==> config.mk <==
export PLATFORM = sky130hd
export DESIGN_NAME = ex_muldiv_unit
export DESIGN_NICKNAME = d
export VERILOG_FILES = /design/src/rtl/mips_muldiv_pkg.sv /design/src/rtl/muldiv_iter.sv /design/src/rtl/ex_muldiv_unit.sv
export SDC_FILE = /design/constraint.sdc
export NUM_CORES = 1
export LEC_CHECK = 0
export BUFFER_PORTS_ARGS = -buffer_cell sky130_fd_sc_hd__buf_4
export CAP_MARGIN = 0
export CORE_MARGIN = 3
export CORE_UTILIZATION = 52
export CTS_BUF_LIST = sky130_fd_sc_hd__clkbuf_2 sky130_fd_sc_hd__clkbuf_4 sky130_fd_sc_hd__clkbuf_8
export DETAILED_ROUTE_END_ITERATION = 12
export PLACE_DENSITY_LB_ADDON = 0.25
export SYNTH_ARGS = -nofsm -noshare
export SYNTH_HDL_FRONTEND = slang
export SYNTH_SLANG_ARGS = --single-unit
export TNS_END_PERCENT = 5
==> constraint.sdc <==
create_clock -name clk -period 24.5 [get_ports clk]
set_clock_uncertainty 0.05 [all_clocks]
set_input_delay 6.125 -clock clk [delete_from_list [all_inputs] [get_ports clk]]
set_output_delay 6.125 -clock clk [all_outputs]
set_load 0.01 [all_outputs]
==> src/rtl/mips_muldiv_pkg.sv <==
// Shared constants for the EX-stage multiply/divide unit.
// Opcode/funct fields, FSM states and default width.
package mips_muldiv_pkg;

  localparam int XLEN_DEF = 32;

  localparam logic [5:0] OP_SPECIAL = 6'h00;
  localparam logic [5:0] FN_MFHI    = 6'h10;
  localparam logic [5:0] FN_MTHI    = 6'h11;
  localparam logic [5:0] FN_MFLO    = 6'h12;
  localparam logic [5:0] FN_MTLO    = 6'h13;
  localparam logic [5:0] FN_MULT    = 6'h18;
  localparam logic [5:0] FN_MULTU   = 6'h19;
  localparam logic [5:0] FN_DIV     = 6'h1A;
  localparam logic [5:0] FN_DIVU    = 6'h1B;

  typedef enum logic [1:0] {
    S_IDLE = 2'd0,
    S_MUL  = 2'd1,
    S_DIV  = 2'd2,
    S_FIX  = 2'd3
  } state_t;

endpackage

==> src/rtl/muldiv_iter.sv <==
// Iterative datapath: radix-2 shift-add multiply and restoring divide.
// Operates on magnitudes; sign correction happens in the top.
module muldiv_iter #(
  parameter int XLEN  = 32,
  parameter int CNT_W = 6
) (
  input  logic              clk,
  input  logic              rst,
  input  logic              start,
  input  logic              run,
  input  logic              div_mode,
  input  logic [XLEN-1:0]   a,
  input  logic [XLEN-1:0]   b,
  output logic [2*XLEN-1:0] prod,
  output logic [XLEN-1:0]   quo,
  output logic [XLEN-1:0]   rem,
  output logic              last
);

  logic [XLEN-1:0]  a_r;
  logic [XLEN-1:0]  b_r;
  logic [CNT_W-1:0] cnt;
  logic [XLEN:0]    sum;
  logic [XLEN:0]    shifted;
  logic             ge;

  assign last = (cnt == CNT_W'(XLEN - 1));

  always_comb begin
    sum     = {1'b0, prod[2*XLEN-1:XLEN]}
            + {1'b0, (prod[0] ? a_r : '0)};
    shifted = {rem, quo[XLEN-1]};
    ge      = (shifted >= {1'b0, b_r});
  end

  always_ff @(posedge clk or posedge rst) begin
    if (rst) begin
      a_r  <= '0;
      b_r  <= '0;
      cnt  <= '0;
      prod <= '0;
      quo  <= '0;
      rem  <= '0;
    end else if (start) begin
      a_r  <= a;
      b_r  <= b;
      cnt  <= '0;
      prod <= {{XLEN{1'b0}}, b};
      quo  <= a;
      rem  <= '0;
    end else if (run) begin
      cnt <= cnt + 1'b1;
      if (div_mode) begin
        // Partial remainder stays below the divisor, so XLEN bits suffice.
        rem <= ge ? XLEN'(shifted - {1'b0, b_r})
                  : shifted[XLEN-1:0];
        quo <= {quo[XLEN-2:0], ge};
      end else begin
        prod <= {sum, prod[XLEN-1:1]};
      end
    end
  end

endmodule

==> src/rtl/ex_muldiv_unit.sv <==
// EX-stage multiply/divide unit with HI/LO and pipeline interlock.
// Decode, FSM, sign fix and HI/LO live here; iteration in muldiv_iter.
module ex_muldiv_unit
  import mips_muldiv_pkg::*;
#(
  parameter int XLEN  = XLEN_DEF,
  parameter int CNT_W = 6
) (
  input  logic            clk,
  input  logic            rst,
  input  logic            ex_valid,
  input  logic            flush,
  input  logic [31:0]     inst,
  input  logic [XLEN-1:0] rs_val,
  input  logic [XLEN-1:0] rt_val,
  output logic            stall,
  output logic            busy,
  output logic [XLEN-1:0] hilo_rd,
  output logic            rd_valid,
  output logic [XLEN-1:0] hi,
  output logic [XLEN-1:0] lo
);

  state_t state;

  logic is_mf, is_mt, is_mdu;
  logic is_sgn, is_div, sel_hi;
  logic req, go, start, run;
  logic sa, sb, neg_r, sa_r, dz_r;
  logic [XLEN-1:0] mag_a, mag_b;
  logic [2*XLEN-1:0] prod, p_fix;
  logic [XLEN-1:0] quo, rem, q_fix, r_fix;
  logic [XLEN-1:0] fix_hi, fix_lo;
  logic last;
  logic unused;

  assign unused = ^inst[25:6];

  always_comb begin
    is_mf  = 1'b0;
    is_mt  = 1'b0;
    is_mdu = 1'b0;
    is_sgn = 1'b0;
    is_div = 1'b0;
    sel_hi = 1'b0;
    if (inst[31:26] == OP_SPECIAL) begin
      case (inst[5:0])
        FN_MFHI:  begin is_mf = 1'b1; sel_hi = 1'b1; end
        FN_MTHI:  begin is_mt = 1'b1; sel_hi = 1'b1; end
        FN_MFLO:  is_mf = 1'b1;
        FN_MTLO:  is_mt = 1'b1;
        FN_MULT:  begin is_mdu = 1'b1; is_sgn = 1'b1; end
        FN_MULTU: is_mdu = 1'b1;
        FN_DIV:   begin is_mdu = 1'b1; is_sgn = 1'b1; is_div = 1'b1; end
        FN_DIVU:  begin is_mdu = 1'b1; is_div = 1'b1; end
        default:  ;
      endcase
    end
  end

  assign busy     = (state != S_IDLE);
  assign req      = ex_valid & ~flush & (is_mf | is_mt | is_mdu);
  assign stall    = req & busy;
  assign go       = req & ~busy;
  assign start    = go & is_mdu;
  assign rd_valid = go & is_mf;
  assign hilo_rd  = rd_valid ? (sel_hi ? hi : lo) : '0;
  assign run      = (state == S_MUL) | (state == S_DIV);

  assign sa    = is_sgn & rs_val[XLEN-1];
  assign sb    = is_sgn & rt_val[XLEN-1];
  assign mag_a = sa ? -rs_val : rs_val;
  assign mag_b = sb ? -rt_val : rt_val;

  muldiv_iter #(.XLEN(XLEN), .CNT_W(CNT_W)) u_iter (
    .clk      (clk),
    .rst      (rst),
    .start    (start),
    .run      (run),
    .div_mode (state == S_DIV),
    .a        (mag_a),
    .b        (mag_b),
    .prod     (prod),
    .quo      (quo),
    .rem      (rem),
    .last     (last)
  );

  // Divide by zero forces an all-ones quotient regardless of sign.
  always_comb begin
    p_fix = neg_r ? -prod : prod;
    q_fix = neg_r ? -quo : quo;
    r_fix = sa_r ? -rem : rem;
    if (state == S_DIV || state == S_FIX && dz_r) begin
      fix_hi = r_fix;
      fix_lo = dz_r ? '1 : q_fix;
    end else begin
      fix_hi = p_fix[2*XLEN-1:XLEN];
      fix_lo = p_fix[XLEN-1:0];
    end
  end

  logic op_div_r;

  always_ff @(posedge clk or posedge rst) begin
    if (rst) begin
      state    <= S_IDLE;
      hi       <= '0;
      lo       <= '0;
      neg_r    <= 1'b0;
      sa_r     <= 1'b0;
      dz_r     <= 1'b0;
      op_div_r <= 1'b0;
    end else begin
      unique case (state)
        S_IDLE: begin
          if (start) begin
            state    <= is_div ? S_DIV : S_MUL;
            neg_r    <= sa ^ sb;
            sa_r     <= sa;
            dz_r     <= is_div & (rt_val == '0);
            op_div_r <= is_div;
          end else if (go & is_mt) begin
            if (sel_hi) hi <= rs_val;
            else        lo <= rs_val;
          end
        end
        S_MUL, S_DIV: begin
          if (last) state <= S_FIX;
        end
        S_FIX: begin
          hi    <= op_div_r ? r_fix : fix_hi;
          lo    <= op_div_r ? (dz_r ? '1 : q_fix) : fix_lo;
          state <= S_IDLE;
        end
      endcase
    end
  end

endmodule

* Yosys cells after proc, flatten, opt, wreduce, memory -nomap -nowiden
Cells that the tools add are included.
** Storage, ports and cells
- Output and inout port bits :: 99
- Register bits :: 268
** Operators by class
- Multiplexer cells :: 49
- Equality and inequality tests :: 19
- Reductions and logical operators :: 22
- Order comparisons :: 1
- Add/sub/neg operators :: 8
- Bitwise operators :: 16
** Operators by type and width (count)
- 32-bit 2-to-1 mux :: 25
- 64-bit 2-to-1 mux :: 4
- 32-bit negation :: 4
- 32-bit one-hot mux with 2 select lines :: 2
- 64-bit negation :: 1
- 6-bit by 5-bit == test with 1-bit output, second input constant :: 9
- 32-bit by 32-bit adder with 33-bit output :: 1
- 33-bit by 32-bit greater-or-equal comparator with 1-bit output :: 1
- 32-bit logical NOT :: 1
- 32-bit subtractor :: 1
- 2-bit != test, second input constant :: 7
- 1-bit 2-to-1 mux :: 12
- 6-bit 2-to-1 mux :: 2
- 2-bit OR reduction :: 6
- 1-bit bitwise AND :: 10
- 2-bit AND reduction :: 4
- 4-bit AND reduction :: 2
- 2-bit nonzero test :: 4
- 6-bit by 1-bit adder with 6-bit output, second input constant :: 1
- 6-bit logical NOT :: 1
- 2-bit 2-to-1 mux :: 3
- 2-bit one-hot mux with 3 select lines :: 1
- 2-bit == test, second input constant :: 2
- 4-bit OR reduction :: 1
- 7 further kinds :: 10

* Depth between registers and ports, before layout
- Depth in word-level cells :: 12
- Gate-level depth with buffers :: 14

* Cells and area by module
From an unflattened synthesis, not the netlist that was laid out.
** Unflattened totals
- Cells, all modules :: 2521
- Area, all modules :: 20338.3 sq um
** Modules (own cells, without submodules)
- muldiv_iter :: sequential area each 4954.8 sq um, cells each 1317, instances 1, area each 11821.3 sq um
- ex_muldiv_unit :: sequential area each 1751.7 sq um, cells each 1204, instances 1, area each 8516.9 sq um

* Worst setup path after synthesis
OpenSTA, ideal clock, no wires.
- Kind :: input port to output port
- Start point :: input inst[27]
- End point :: output hilo_rd[22]
- Data required time :: 18.325 ns
- Arrival time :: 8.261 ns
- Path slack :: 10.064 ns
- Stages :: 7
- Path buffers :: 2
- Cells stage by stage :: or4_1 > nor4_2 > nand2b_1 > or3b_2 > clkbuf_1 > clkbuf_1 > a21oi_1
** On the way
- Longest elaborated chain between the ends :: 8
- Elaborated cells on any way between the ends :: 12
- Those cells by class :: 6 x mux; 5 x bitwise; 1 x reduce/logical
** RTL lines
- start: declaration :: line ex_muldiv_unit.sv:13 : input logic [31:0] inst,
- 6-bit logical NOT (*) :: line ex_muldiv_unit.sv:46 : if (inst[31:26] == OP_SPECIAL) begin
- 1-bit 2-to-1 mux :: line ex_muldiv_unit.sv:46
- 1-bit bitwise OR (2 in series) :: line ex_muldiv_unit.sv:62 : assign req = ex_valid & ~flush & (is_mf | is_mt | is_mdu);
- 1-bit bitwise AND :: line ex_muldiv_unit.sv:62
- 1-bit bitwise AND :: line ex_muldiv_unit.sv:64 : assign go = req & ~busy;
- 1-bit bitwise AND :: line ex_muldiv_unit.sv:66 : assign rd_valid = go & is_mf;
- 32-bit 2-to-1 mux (*) :: line ex_muldiv_unit.sv:67 : assign hilo_rd = rd_valid ? (sel_hi ? hi : lo) : '0;
- end: declaration :: line ex_muldiv_unit.sv:18 : output logic [XLEN-1:0] hilo_rd,
Every way passes the cells marked *; elsewhere a longest branch is shown, timed or not.

* Worst setup path after layout
- Start point :: input inst[27]
- End point :: output hilo_rd[7]
The elaborated chain is that of the path after synthesis.

==> flow_summary_export.csv <==
group,metric,value,unit
final_layout,multi_input_area,11900,sq um
cts,cts_root_buffer,"clkbuf_8",
global_route,overflow,0,
detailed_routing,drc,0,
detailed_routing,viasPerCell,6.44,
final_layout,nNetsFinal,2643,
global_route,grt_max_degree,163,
worst_setup_path,cp_max_fo,33,
worst_setup_path,crit_type,"in -> out",
worst_setup_path,worstPathRequired,18.33,ns
pwr,p_switching,0.00111,W
detailed_routing,vias,19100,
cts,numCtsBuffers,49,
global_route,grt_pass1_wl,104,mm
timing,grt_setup_unrepaired,"no",
logic_synthesis,synth_warnings,0,
timing,max_slew_margin,0.161,
min_path,min_path_cells,2,
final_layout,diodes,0,
placed_design,dp_hpwl,49.3,mm
worst_setup_path,crit_path_end_kind,"primary output",
worst_setup_path,cp-start-kind,"input port",
pwr,pwr-share-comb,0.476,
detailed_routing,first_pass_iters,7,
final_layout,nFillCells,3307,
timing,finalHoldViolations,0,
cts,cts_resized,0,
logic_synthesis,async_flop_share,1.00,
final_layout,regArea,6710,sq um
min_path,min_path_type,"reg -> reg",
timing,worst_pin_slew,1.25,ns
detailed_routing,ant_nets,0,
timing,tns,0,ns
timing,fin_crit,15.20,ns
die,initial_core_util,0.528,
detailed_routing,routedWlPerCell,22.8,um
global_route,antenna_found_initial,2,
global_route,grt_pass1_vias,18000,
pwr,p_seq_frac,0.328,
pwr,p_per_area,106,nW/um^2
cts,clk_latency,0.62,ns
global_route,grt_use_total,0.339,
logic_synthesis,synth-main-ff-cell,"dfrtp_1",
run_status,status,"finished, final reports clean",
min_path,worstHoldEndpoint,"u_iter.a_r[22]",
die,num_rows,70,
logic_synthesis,synth_fp_nets,2525,
timing,setup_violations,0,
final_layout,areaGrowthSynthToFinish,13.8,%
placed_design,gp_congestion,1.00,
worst_setup_path,crit_arrival,9.02,ns
timing,fmax,65.8,MHz
logic_synthesis,netlist_area,19400,sq um
die,die_area,39600,sq um
logic_synthesis,yosysUniqueCellTypes,79,
logic_synthesis,avgSynthCellArea,8.25,sq um
pwr,p_sw_frac,0.471,
die,die_y,199,um
worst_setup_path,worstReg2RegStart,"state[0]",
worst_setup_path,regToRegSetupSlack,19.84,ns
detailed_routing,dr.first_iter.drc_count,2260,
die,die_w,199,um
placed_design,io_buffers,178,
logic_synthesis,synth_seq_cells,268,
pwr,max-vdd-ir-drop,109,uV
timing,setup_ws,9.30,ns
pwr,intPower,0.00124,W
cts,clkSinkCount,268,
cts,path_clk_slew,0.06,ns
placed_design,place_ws,9.34,ns
detailed_routing,finalWirelength,67.9,mm
cts,cts-hold-fix-buffers,0,
final_layout,final_cell_mix,"nand2_1, dfrtp_1, buf_4",
timing,drv_slew,0,
final_layout,drive_above_1_share,0.134,
job,cap_viol_max_count,0,
cts,htree_num_levels,2,
logic_synthesis,synth_cells,2350,
final_layout,layout_commonest_cell,"nand2_1",
logic_synthesis,seq_area_frac_synth,0.346,
die,ios,199,
die,core_area,36700,sq um
min_path,hp-start,"u_iter.a_r[22]",
worst_setup_path,reg2reg_depth,11,
pwr,leakage,9.97,nW
cts,postCtsSetupRepairBufs,0,
cts,clock_path_buffers,3,
cts,cts_tree,"built",
logic_synthesis,synth_edf_count,0,
pwr,p_clk_frac,0.196,
timing,min_period_over_period,0.620,
worst_setup_path,r2r-end,"hi[13]",
[synthesized netlist by cell type (12+ instances only)]
master	n	area share
mux2i_1	23	0.012
a21boi_0	16	0.0062
or4_1	26	0.010
dfrtp_1	268	0.35
o41ai_1	26	0.012
inv_1	69	0.013
nand2_1	364	0.070
nor2_1	155	0.030
and2_1	36	0.012
a21oi_1	163	0.042
nand2b_1	20	0.0065
o211ai_1	15	0.0058
o21a_1	20	0.0077
xnor2_1	108	0.049
nand4_1	21	0.0068
o22a_1	13	0.0059
ha_1	73	0.047
a22oi_1	33	0.013
o21bai_1	12	0.0046
and3_1	13	0.0042
nor2b_1	13	0.0042
clkbuf_1	121	0.023
o31ai_1	50	0.019
a21o_1	50	0.019
a31oi_1	35	0.011
nand3_1	32	0.0083
nor4_1	17	0.0055
a221oi_1	15	0.0068
or2_2	13	0.0042
o21ai_0	177	0.046
nor3_1	32	0.0083
xor2_1	123	0.056
a221o_1	12	0.0062
o221ai_1	29	0.013
a211oi_1	20	0.0077
or3_1	32	0.010
[worst max-delay path by stage]
stage / startpoint / to / slack, ns / cells past startpoint
CTS: inst[27] / hilo_rd[7] / 9.33 / 7
floorplan: inst[27] / hilo_rd[22] / 10.06 / 7
detailed placement: inst[27] / hilo_rd[7] / 9.34 / 7
finish: inst[27] / hilo_rd[7] / 9.30 / 7
global placement: inst[27] / hilo_rd[7] / 9.38 / 7
global route: inst[27] / hilo_rd[31] / 9.12 / 9
[power by group through the flow]
stage / logic (W) / registers (W) / clock network [W]
final: 0.00112 / 0.000770 / 0.000462
after global placement: 0.00107 / 0.000762 / 0
after CTS: 0.00110 / 0.000761 / 0.000466
after detailed placement: 0.00109 / 0.000768 / 0
after floorplan: 0.000736 / 0.000710 / 0
after global routing: 0.00122 / 0.000785 / 0.000484
[state kept, by name, indices dropped and copies added (netlist names)]
name / cells
u_iter.quo: 32
op_div_r: 1
u_iter.rem: 32
sa_r: 1
state: 2
u_iter.prod: 64
u_iter.cnt: 6
dz_r: 1
u_iter.b_r: 32
u_iter.a_r: 32
hi: 32
lo: 32
neg_r: 1
[cell type report]
type	instances	share of cell area
clock buffer	80	0.0459
multi-input combinational	1876	0.540
inverter	70	0.0122
tap	468	0.0265
clock inverter	6	0.00159
timing repair buffer	203	0.0696
sequential	268	0.304
[worst max-delay path, stage by stage]
cell and delay (ns):
buf_4 0.10, or4_1 0.53, nor4_2 0.64, nand2b_1 0.19
or3b_2 0.89, a21oi_1 0.36, buf_4 0.17
[through the flow]
stage / power [W] / hold slack, ns / instance area, sq um / util / instances
after floorplan: 0.00145 / 0.388 / 19400 / - / 2350
after global placement: 0.00183 / 0.406 / 21000 / 0.573 / 2885
after detailed placement: 0.00186 / 0.405 / 21000 / 0.573 / 2885
after CTS: 0.00232 / 0.420 / 22100 / 0.601 / 2971
after global routing: 0.00249 / 0.434 / 22100 / 0.601 / 2971
final: 0.00235 / 0.416 / 22100 / 0.601 / 2971
[logic make-up (layout without fill, tap and decap cells)]
family	after synthesis	count (layout)	share of synthesized area
simple gates	806	806	0.196
buf+inv	206	359	0.0417
xor+xnor	231	231	0.104
compound gates	737	737	0.249
fa+ha+maj	75	75	0.0492
flops	268	268	0.346
mux	27	27	0.0142
[per-layer routing]
metal / wire length [um] / GRT usage / up-vias
met3: 7030 / 0.0683 / 198
met1: 28200 / 0.476 / 9132
li1: - / - / 8711
met4: 3270 / 0.153 / 2
met2: 29300 / 0.508 / 1105
met5: 12 / 0 / -
(Power assumes the default switching activity.)
